$ cat src/rtl/sub_bytes_scheduler.sv
// Shares one S-box lane between round SubBytes/InvSubBytes and key SubWord requests.
// Define SUBBYTES_KEY_PRIORITY_EN for fixed key priority; default is round-robin arbitration.
module sub_bytes_scheduler #(
  parameter int LANE_BYTES = 4
) (
  input  logic                    clock,
  input  logic                    reset,
  input  logic                    rnd_in_valid,
  output logic                    rnd_in_ready,
  input  logic [127:0]            rnd_in_state,
  input  logic                    rnd_in_inv,
  output logic                    rnd_out_valid,
  input  logic                    rnd_out_ready,
  output logic [127:0]            rnd_out_state,
  input  logic                    key_in_valid,
  output logic                    key_in_ready,
  input  logic [31:0]             key_in_word,
  output logic                    key_out_valid,
  input  logic                    key_out_ready,
  output logic [31:0]             key_out_word,
  output logic [8*LANE_BYTES-1:0] sbox_in,
  output logic                    sbox_inv,
  input  logic [8*LANE_BYTES-1:0] sbox_out,
  output logic                    busy
);
  localparam int W       = 8 * LANE_BYTES;
  localparam int PASSES  = 16 / LANE_BYTES;
  localparam int PW      = (PASSES > 1) ? $clog2(PASSES) : 1;
  localparam int TOP_LSB = 128 - W;
  localparam logic [PW-1:0] LAST_PASS = PW'(PASSES - 1);

  typedef enum logic [2:0] {
    IDLE     = 3'd0,
    RND_SUB  = 3'd1,
    KEY_SUB  = 3'd2,
    RND_DONE = 3'd3,
    KEY_DONE = 3'd4
  } state_t;

  state_t          state_r;
  logic [PW-1:0]   pass_cnt_r;
  logic [127:0]    src_state_r;
  logic            inv_r;
  logic [31:0]     key_word_r;
  logic [127:0]    rnd_out_state_r;
  logic [31:0]     key_out_word_r;
  logic            rnd_out_valid_r;
  logic            key_out_valid_r;
  logic            busy_r;
  logic            grant_rnd_s;
  logic            grant_key_s;
  logic [6:0]      slice_lsb_s;
  logic [W-1:0]    sbox_in_s;
  logic            sbox_inv_s;
`ifndef SUBBYTES_KEY_PRIORITY_EN
  localparam logic GRANT_KEY = 1'b1;
  logic            last_grant_r;
`endif

  // Pass p works on the p-th slice counted from the MSB end of the state.
  assign slice_lsb_s = 7'(TOP_LSB) - 7'(pass_cnt_r) * 7'(W);

  // Arbitration; only meaningful in IDLE, and the grant doubles as in_ready.
  always_comb begin
    grant_rnd_s = 1'b0;
    grant_key_s = 1'b0;
    if ((state_r == IDLE) && !reset) begin
`ifdef SUBBYTES_KEY_PRIORITY_EN
      grant_key_s = key_in_valid;
      grant_rnd_s = rnd_in_valid && !key_in_valid;
`else
      if (rnd_in_valid && key_in_valid) begin
        grant_rnd_s = (last_grant_r == GRANT_KEY);
        grant_key_s = (last_grant_r != GRANT_KEY);
      end else begin
        grant_rnd_s = rnd_in_valid;
        grant_key_s = key_in_valid;
      end
`endif
    end else begin
      grant_rnd_s = 1'b0;
      grant_key_s = 1'b0;
    end
  end

  // Lane drive: the shared S-box answers in the same cycle, so this decodes held registers.
  always_comb begin
    sbox_in_s  = '0;
    sbox_inv_s = 1'b0;
    case (state_r)
      RND_SUB: begin
        sbox_in_s  = src_state_r[slice_lsb_s +: W];
        sbox_inv_s = inv_r;
      end
      KEY_SUB: sbox_in_s[31:0] = key_word_r;
      default: begin
        sbox_in_s  = '0;
        sbox_inv_s = 1'b0;
      end
    endcase
  end

  // Scheduler FSM, operand latches and result registers.
  always_ff @(posedge clock or posedge reset) begin
    if (reset) begin
      state_r         <= IDLE;
      pass_cnt_r      <= '0;
      src_state_r     <= 128'd0;
      inv_r           <= 1'b0;
      key_word_r      <= 32'd0;
      rnd_out_state_r <= 128'd0;
      key_out_word_r  <= 32'd0;
      rnd_out_valid_r <= 1'b0;
      key_out_valid_r <= 1'b0;
      busy_r          <= 1'b0;
`ifndef SUBBYTES_KEY_PRIORITY_EN
      last_grant_r    <= GRANT_KEY;
`endif
    end else begin
      case (state_r)
        IDLE: begin
`ifndef SUBBYTES_KEY_PRIORITY_EN
          if (rnd_in_valid && key_in_valid) begin
            last_grant_r <= grant_key_s;
          end else begin
            last_grant_r <= last_grant_r;
          end
`endif
          if (grant_rnd_s) begin
            src_state_r <= rnd_in_state;
            inv_r       <= rnd_in_inv;
            pass_cnt_r  <= '0;
            busy_r      <= 1'b1;
            state_r     <= RND_SUB;
          end else if (grant_key_s) begin
            key_word_r  <= key_in_word;
            busy_r      <= 1'b1;
            state_r     <= KEY_SUB;
          end else begin
            state_r     <= IDLE;
          end
        end
        RND_SUB: begin
          rnd_out_state_r[slice_lsb_s +: W] <= sbox_out;
          if (pass_cnt_r == LAST_PASS) begin
            pass_cnt_r      <= '0;
            rnd_out_valid_r <= 1'b1;
            state_r         <= RND_DONE;
          end else begin
            pass_cnt_r      <= pass_cnt_r + PW'(1);
          end
        end
        KEY_SUB: begin
          key_out_word_r  <= sbox_out[31:0];
          key_out_valid_r <= 1'b1;
          state_r         <= KEY_DONE;
        end
        RND_DONE: begin
          if (rnd_out_ready) begin
            rnd_out_valid_r <= 1'b0;
            busy_r          <= 1'b0;
            state_r         <= IDLE;
          end else begin
            state_r         <= RND_DONE;
          end
        end
        KEY_DONE: begin
          if (key_out_ready) begin
            key_out_valid_r <= 1'b0;
            busy_r          <= 1'b0;
            state_r         <= IDLE;
          end else begin
            state_r         <= KEY_DONE;
          end
        end
        default: begin
          rnd_out_valid_r <= 1'b0;
          key_out_valid_r <= 1'b0;
          busy_r          <= 1'b0;
          state_r         <= IDLE;
        end
      endcase
    end
  end

  assign rnd_in_ready  = grant_rnd_s;
  assign key_in_ready  = grant_key_s;
  assign rnd_out_valid = rnd_out_valid_r;
  assign rnd_out_state = rnd_out_state_r;
  assign key_out_valid = key_out_valid_r;
  assign key_out_word  = key_out_word_r;
  assign sbox_in       = sbox_in_s;
  assign sbox_inv      = sbox_inv_s;
  assign busy          = busy_r;
endmodule

$ cat config.mk
export PLATFORM = sky130hd
export DESIGN_NAME = sub_bytes_scheduler
export DESIGN_NICKNAME = d
export VERILOG_FILES = /design/src/rtl/sub_bytes_scheduler.sv
export SDC_FILE = /design/constraint.sdc
export NUM_CORES = 1
export LEC_CHECK = 0
export CAP_MARGIN = 30
export CORE_MARGIN = 2
export CORE_UTILIZATION = 45
export DETAILED_ROUTE_END_ITERATION = 12
export MAX_ROUTING_LAYER = met4
export PLACE_DENSITY_LB_ADDON = 0.12
export SETUP_SLACK_MARGIN = 0.4
export SYNTH_ARGS = -nofsm -noshare
export SYNTH_HDL_FRONTEND = slang
export SYNTH_SLANG_ARGS = --single-unit
$ cat constraint.sdc
create_clock -name clock -period 11.25 [get_ports clock]
set_input_delay 1.125 -clock clock [delete_from_list [all_inputs] [get_ports clock]]
set_output_delay 1.125 -clock clock [all_outputs]
set_load 0.01 [all_outputs]
# Word level (Yosys, flattened, before mapping)
# Cells that the tools add are included.
# totals
in_bits	199
word_cells	71
regBits	330
# op_classes
n_mux	24
n_eq_ne	10
n_reduce_logical	15
bitwise_logic	5
add_sub_neg	3
shift	3
# op_table
cell	n
bitwise mux 128 bit	1
variable shift 32 x 9 -> 128 bit, first input constant	1
variable part select 128 x 8 -> 32 bit	1
variable part select 32 x 9 -> 128 bit	1
one-hot mux 32 bit (2 select lines)	1
one-hot mux 3 bit (5 select lines)	1
two-way mux 1 bit	10
two-way mux 2 bit	5
negator 7 -> 9 bit	1
!= test 2 bit, second input constant	4
AND reduction 2 bit	4
subtractor 7 bit, first input constant	1
equality test 3 x 2 -> 1 bit, second input constant	2
two-way mux 3 bit	2
one-hot mux 1 bit (3 select lines)	2
AND reduction 3 bit	2
OR reduction 3 bit	2
NOT 1 bit	5
one-hot mux 1 bit (4 select lines)	1
one-hot mux 2 bit (2 select lines)	1
AND reduction 4 bit	1
equality test 3 x 1 -> 1 bit, second input constant	1
equality test 3 bit, second input constant	1
zero test 3 bit	1
other kinds (7)	8

# Longest topological paths before layout
# logic_depth
word_depth	6
mapped_depth	10

# Worst setup path after synthesis
# No wires, ideal clock.
# synth_path
path_kind	input port to output port
from	input reset
to	output key_in_ready
setup_slack_ns	8.319
t_arrival_ns	1.806
path_buffers	1
cell_stages	4
path_cell_list	nor4_4 > nand3_2 > buf_2 > inv_1
# synth_between
elab_chain_cells	3
# synth_rtl
item	line_no	source
start: declaration	7	input logic reset,
zero test 1 bit (no line)	n/a	
logical AND 1 bit	67	if ((state_r == IDLE) && !reset) begin
two-way mux 1 bit	67	
end: declaration	16	output logic key_in_ready,
# No other way between the ends.

# Worst setup path in the final report
# layout_path
from	input reset
to	output rnd_in_ready
# layout_between
elab_chain_cells	3
# layout_rtl
item	line_no	source
zero test 1 bit (no line)	n/a	
logical AND 1 bit	67	
two-way mux 1 bit	67	
end: declaration	9	output logic rnd_in_ready,
# No other way between the ends.

==> results.toml <==
[layout]
nets = 1750
multi_input_area_um2 = 5280
drive_gt1_share_pct = 12.2
seq_area_um2 = 8260
area_growth_pct = 38.3
n_fill_cell = 2457

[sta]
fmax_mhz = 227
finalMaxSlewViolations = 0
rsz0062_at_grt = "no"
hold_violations = 0
worst_pin_slew_ns = 1.03
finalSetupTns_ns = 0
finalSetupViolCount = 0
min_period_ns = 4.41
whs_ns = 0.477
finClkSkew_ns = 0.0206
max_slew_margin_pct = 31.3
finalCritPeriodShare_pct = 39.2

[status]
status = "finished clean"

[worst_hold_path]
whs_endpoint = "rnd_out_state[61]"
hold_start = "rnd_out_state[61]"
hold_path_depth = 2
hp-class = "flip-flop to flip-flop"

[worst_setup_path]
cp_cell_sequence = "clkdlybuf4s50_1 -> nor4_4 -> nand3_2 -> inv_6 -> clkdlybuf4s50_1"
r2r-end = "src_state_r[116]"
required_ns = 10.13
arrival_ns = 3.28
rrSetupSlack_ns = 8.07
path_max_fanout = 57
cp_slowest_cell = "clkdlybuf4s50_1"
worst_r2r_path_depth = 5
end_kind = "output pin"
startpoint_type = "input port"
path_common_cell = "clkdlybuf4s50_1"
slowest_delay_ns = 0.64
reg2reg_from = "state_r[0]"
path_class = "input port to output pin"

[yosys]
synth_top_area_share_pct = 58.6
synth_common_cells = "dfrtp_1 (329), nand2_1 (264), o21ai_0 (161)"
synth-seq-cells = 330
yosysMostFrequentCell = "dfrtp_1"
yosysWarnings = 0
synth.yosys.seq_area_share_pct = 58.8
synthArstFlopShare_pct = 100
syn_avg_cell_area_um2 = 11.9
synth_area_um2 = 14100
synth_ff_type = "dfrtp_1"
synth_edf_count = 0
synth_cells = 1179
synthTopCellsByArea = "dfrtp_1 (59%), mux2_2 (8.3%), mux2_1 (7.2%)"
synthDistinctLibCells = 36
syn-num-nets = 1383
synth_top_cell_by_area = "dfrtp_1"

[floorplan]
die_y_um = 181
core_um2 = 30700
die_area_um2 = 32700
ios = 397
die_x_um = 181
num_rows = 64
start_util_pct = 45.8

[clock_tree]
htreeDepth = 2
cts.sinks = 330
post_cts_buffers = 0
tritoncts = "done"
postCtsHoldBufs = 0
cts_buffers = 36
insertion_delay_ns = 0.51
cts_resized = 0
clkTransAtPathRegs_ns = 0.06
cts_buffer_depth = 3
root_buffer = "clkbuf_16"

[grt]
grt_pass1_vias = 10700
met1_usage_pct = 29.0
grt_usage_pct = 24.1
antenna_found_initial = 6
grtUsageMet3_pct = 7.88
busiest_layer = "met2"
grt_max_degree = 191
grt_pass1_wl_um = 60400
overflow = 0
grt.met2_usage_pct = 38.9

[power]
p_seq_share_pct = 38.6
p_int_w = 0.00367
power.density_nw_per_um2 = 280
swShare_pct = 32.6
p_sw_w = 0.00178
worst_ir_drop_vdd_mv = 0.136
p_leak_nw = 8.21
pwr-share-clk_pct = 21.8
power_frac_comb_pct = 39.7

[routing]
firstDrtPassIters = 5
wl_um = 38300
drc = 0
routed_via_density = 5.17
wl_per_cell_um = 19.4
ant_nets = 0
via_count = 10200
drt_iter0_drc = 477

[place]
io_buffers = 396
dpl.hpwl_um = 26000
gp_congestion = 0.805

[job]
drv_cap = 0
-- layout by cell type (no fill, tap or decap), drive strengths merged --
cell type	n
clkdlybuf4s50	396
dfrtp	329
nand2	264
mux2	194
o21ai	163
mux2i	64
clkbuf	56
a2bb2oi	31
buf	17
inv	10
diode	6
nor2	6
a21oi	6
nand4bb	5
ha	5
nor3b	3
clkinv	3
nand3	3
and3b	2
bufinv	2
nor3	2
nor4	1
nand2b	1
a22o	1
o221ai	1
and2	1
nor2b	1
o22ai	1
o31ai	1
o22a	1
clkinvlp	1
dfstp	1
-- power groups by stage --
stage | combinational (W) | clock (W) | sequential, W
floorplan | 0.00110 | 0 | 0.00214
CTS | 0.00219 | 0.00121 | 0.00211
finish | 0.00216 | 0.00119 | 0.00210
global route | 0.00236 | 0.00126 | 0.00219
global placement | 0.00214 | 0 | 0.00210
detailed placement | 0.00219 | 0 | 0.00213
-- kinds of logic (layout without fill, tap and decap cells) --
family / Yosys count / count (layout) / share of synthesized area (%)
simple gates: 289 / 289 / 8.47
buf+inv: 92 / 485 / 3.99
flops: 330 / 330 / 58.8
other cells: 0 / 6 / 0
fa+ha+maj: 5 / 5 / 0.445
compound gates: 205 / 205 / 8.23
mux: 258 / 258 / 20.1
-- flip-flops by register name, summed over array words and instances, names as in the netlist --
signal,cells
busy,1
inv_r,1
key_out_valid,1
key_out_word,32
key_word_r,32
last_grant_r,1
pass_cnt_r,2
rnd_out_state,128
rnd_out_valid,1
src_state_r,128
state_r,3
-- metrics by stage --
| step | total power, W | util [%] | worst slack [ns] | cell area, um^2 | cells |
|---|---|---|---|---|---|
| 3_3_place_gp | 0.00424 | 59.2 | 6.47 | 18200 | 1902 |
| 3_5_place_dp | 0.00431 | 59.3 | 6.80 | 18200 | 1903 |
| 2_1_floorplan | 0.00324 | - | 0.987 | 14100 | 1179 |
| 5_1_grt | 0.00581 | 63.4 | 6.67 | 19400 | 1974 |
| 4_1_cts | 0.00551 | 63.2 | 6.80 | 19400 | 1967 |
| 6_report | 0.00545 | 63.4 | 6.84 | 19400 | 1974 |
-- routing by layer --
metal / routed length, um / part of all wire [%]
met5: 0 / 0
met4: 973 / 2.5
met3: 3510 / 9.2
met2: 18200 / 47
met1: 15700 / 41
-- layout make-up --
class,count,area share (%)
clock inverters,8,0.515
multi-input cells,757,27.1
inverters,8,0.219
well taps,396,2.55
diodes,6,0.0773
repair buffers,413,21.3
clock buffers,56,5.65
flip-flops and latches,330,42.5
-- worst max-delay path: cells and delay by family --
kind / cells / cell delay, ns
buffers and inverters: 3 / 1.65
AND/OR/NAND/NOR: 2 / 0.48
-- worst max path at each step --
stage | from | endpoint | slack [ns] | cells past startpoint
2_1_floorplan | reset | busy | 0.99 | 1
3_3_place_gp | reset | key_in_ready | 6.47 | 5
3_5_place_dp | reset | rnd_in_ready | 6.80 | 5
4_1_cts | reset | rnd_in_ready | 6.80 | 5
5_1_grt | pass_cnt_r[0] | sbox_in[6] | 6.67 | 5
6_report | reset | rnd_in_ready | 6.84 | 5
No activity file was read; power rests on OpenSTA's default activity.
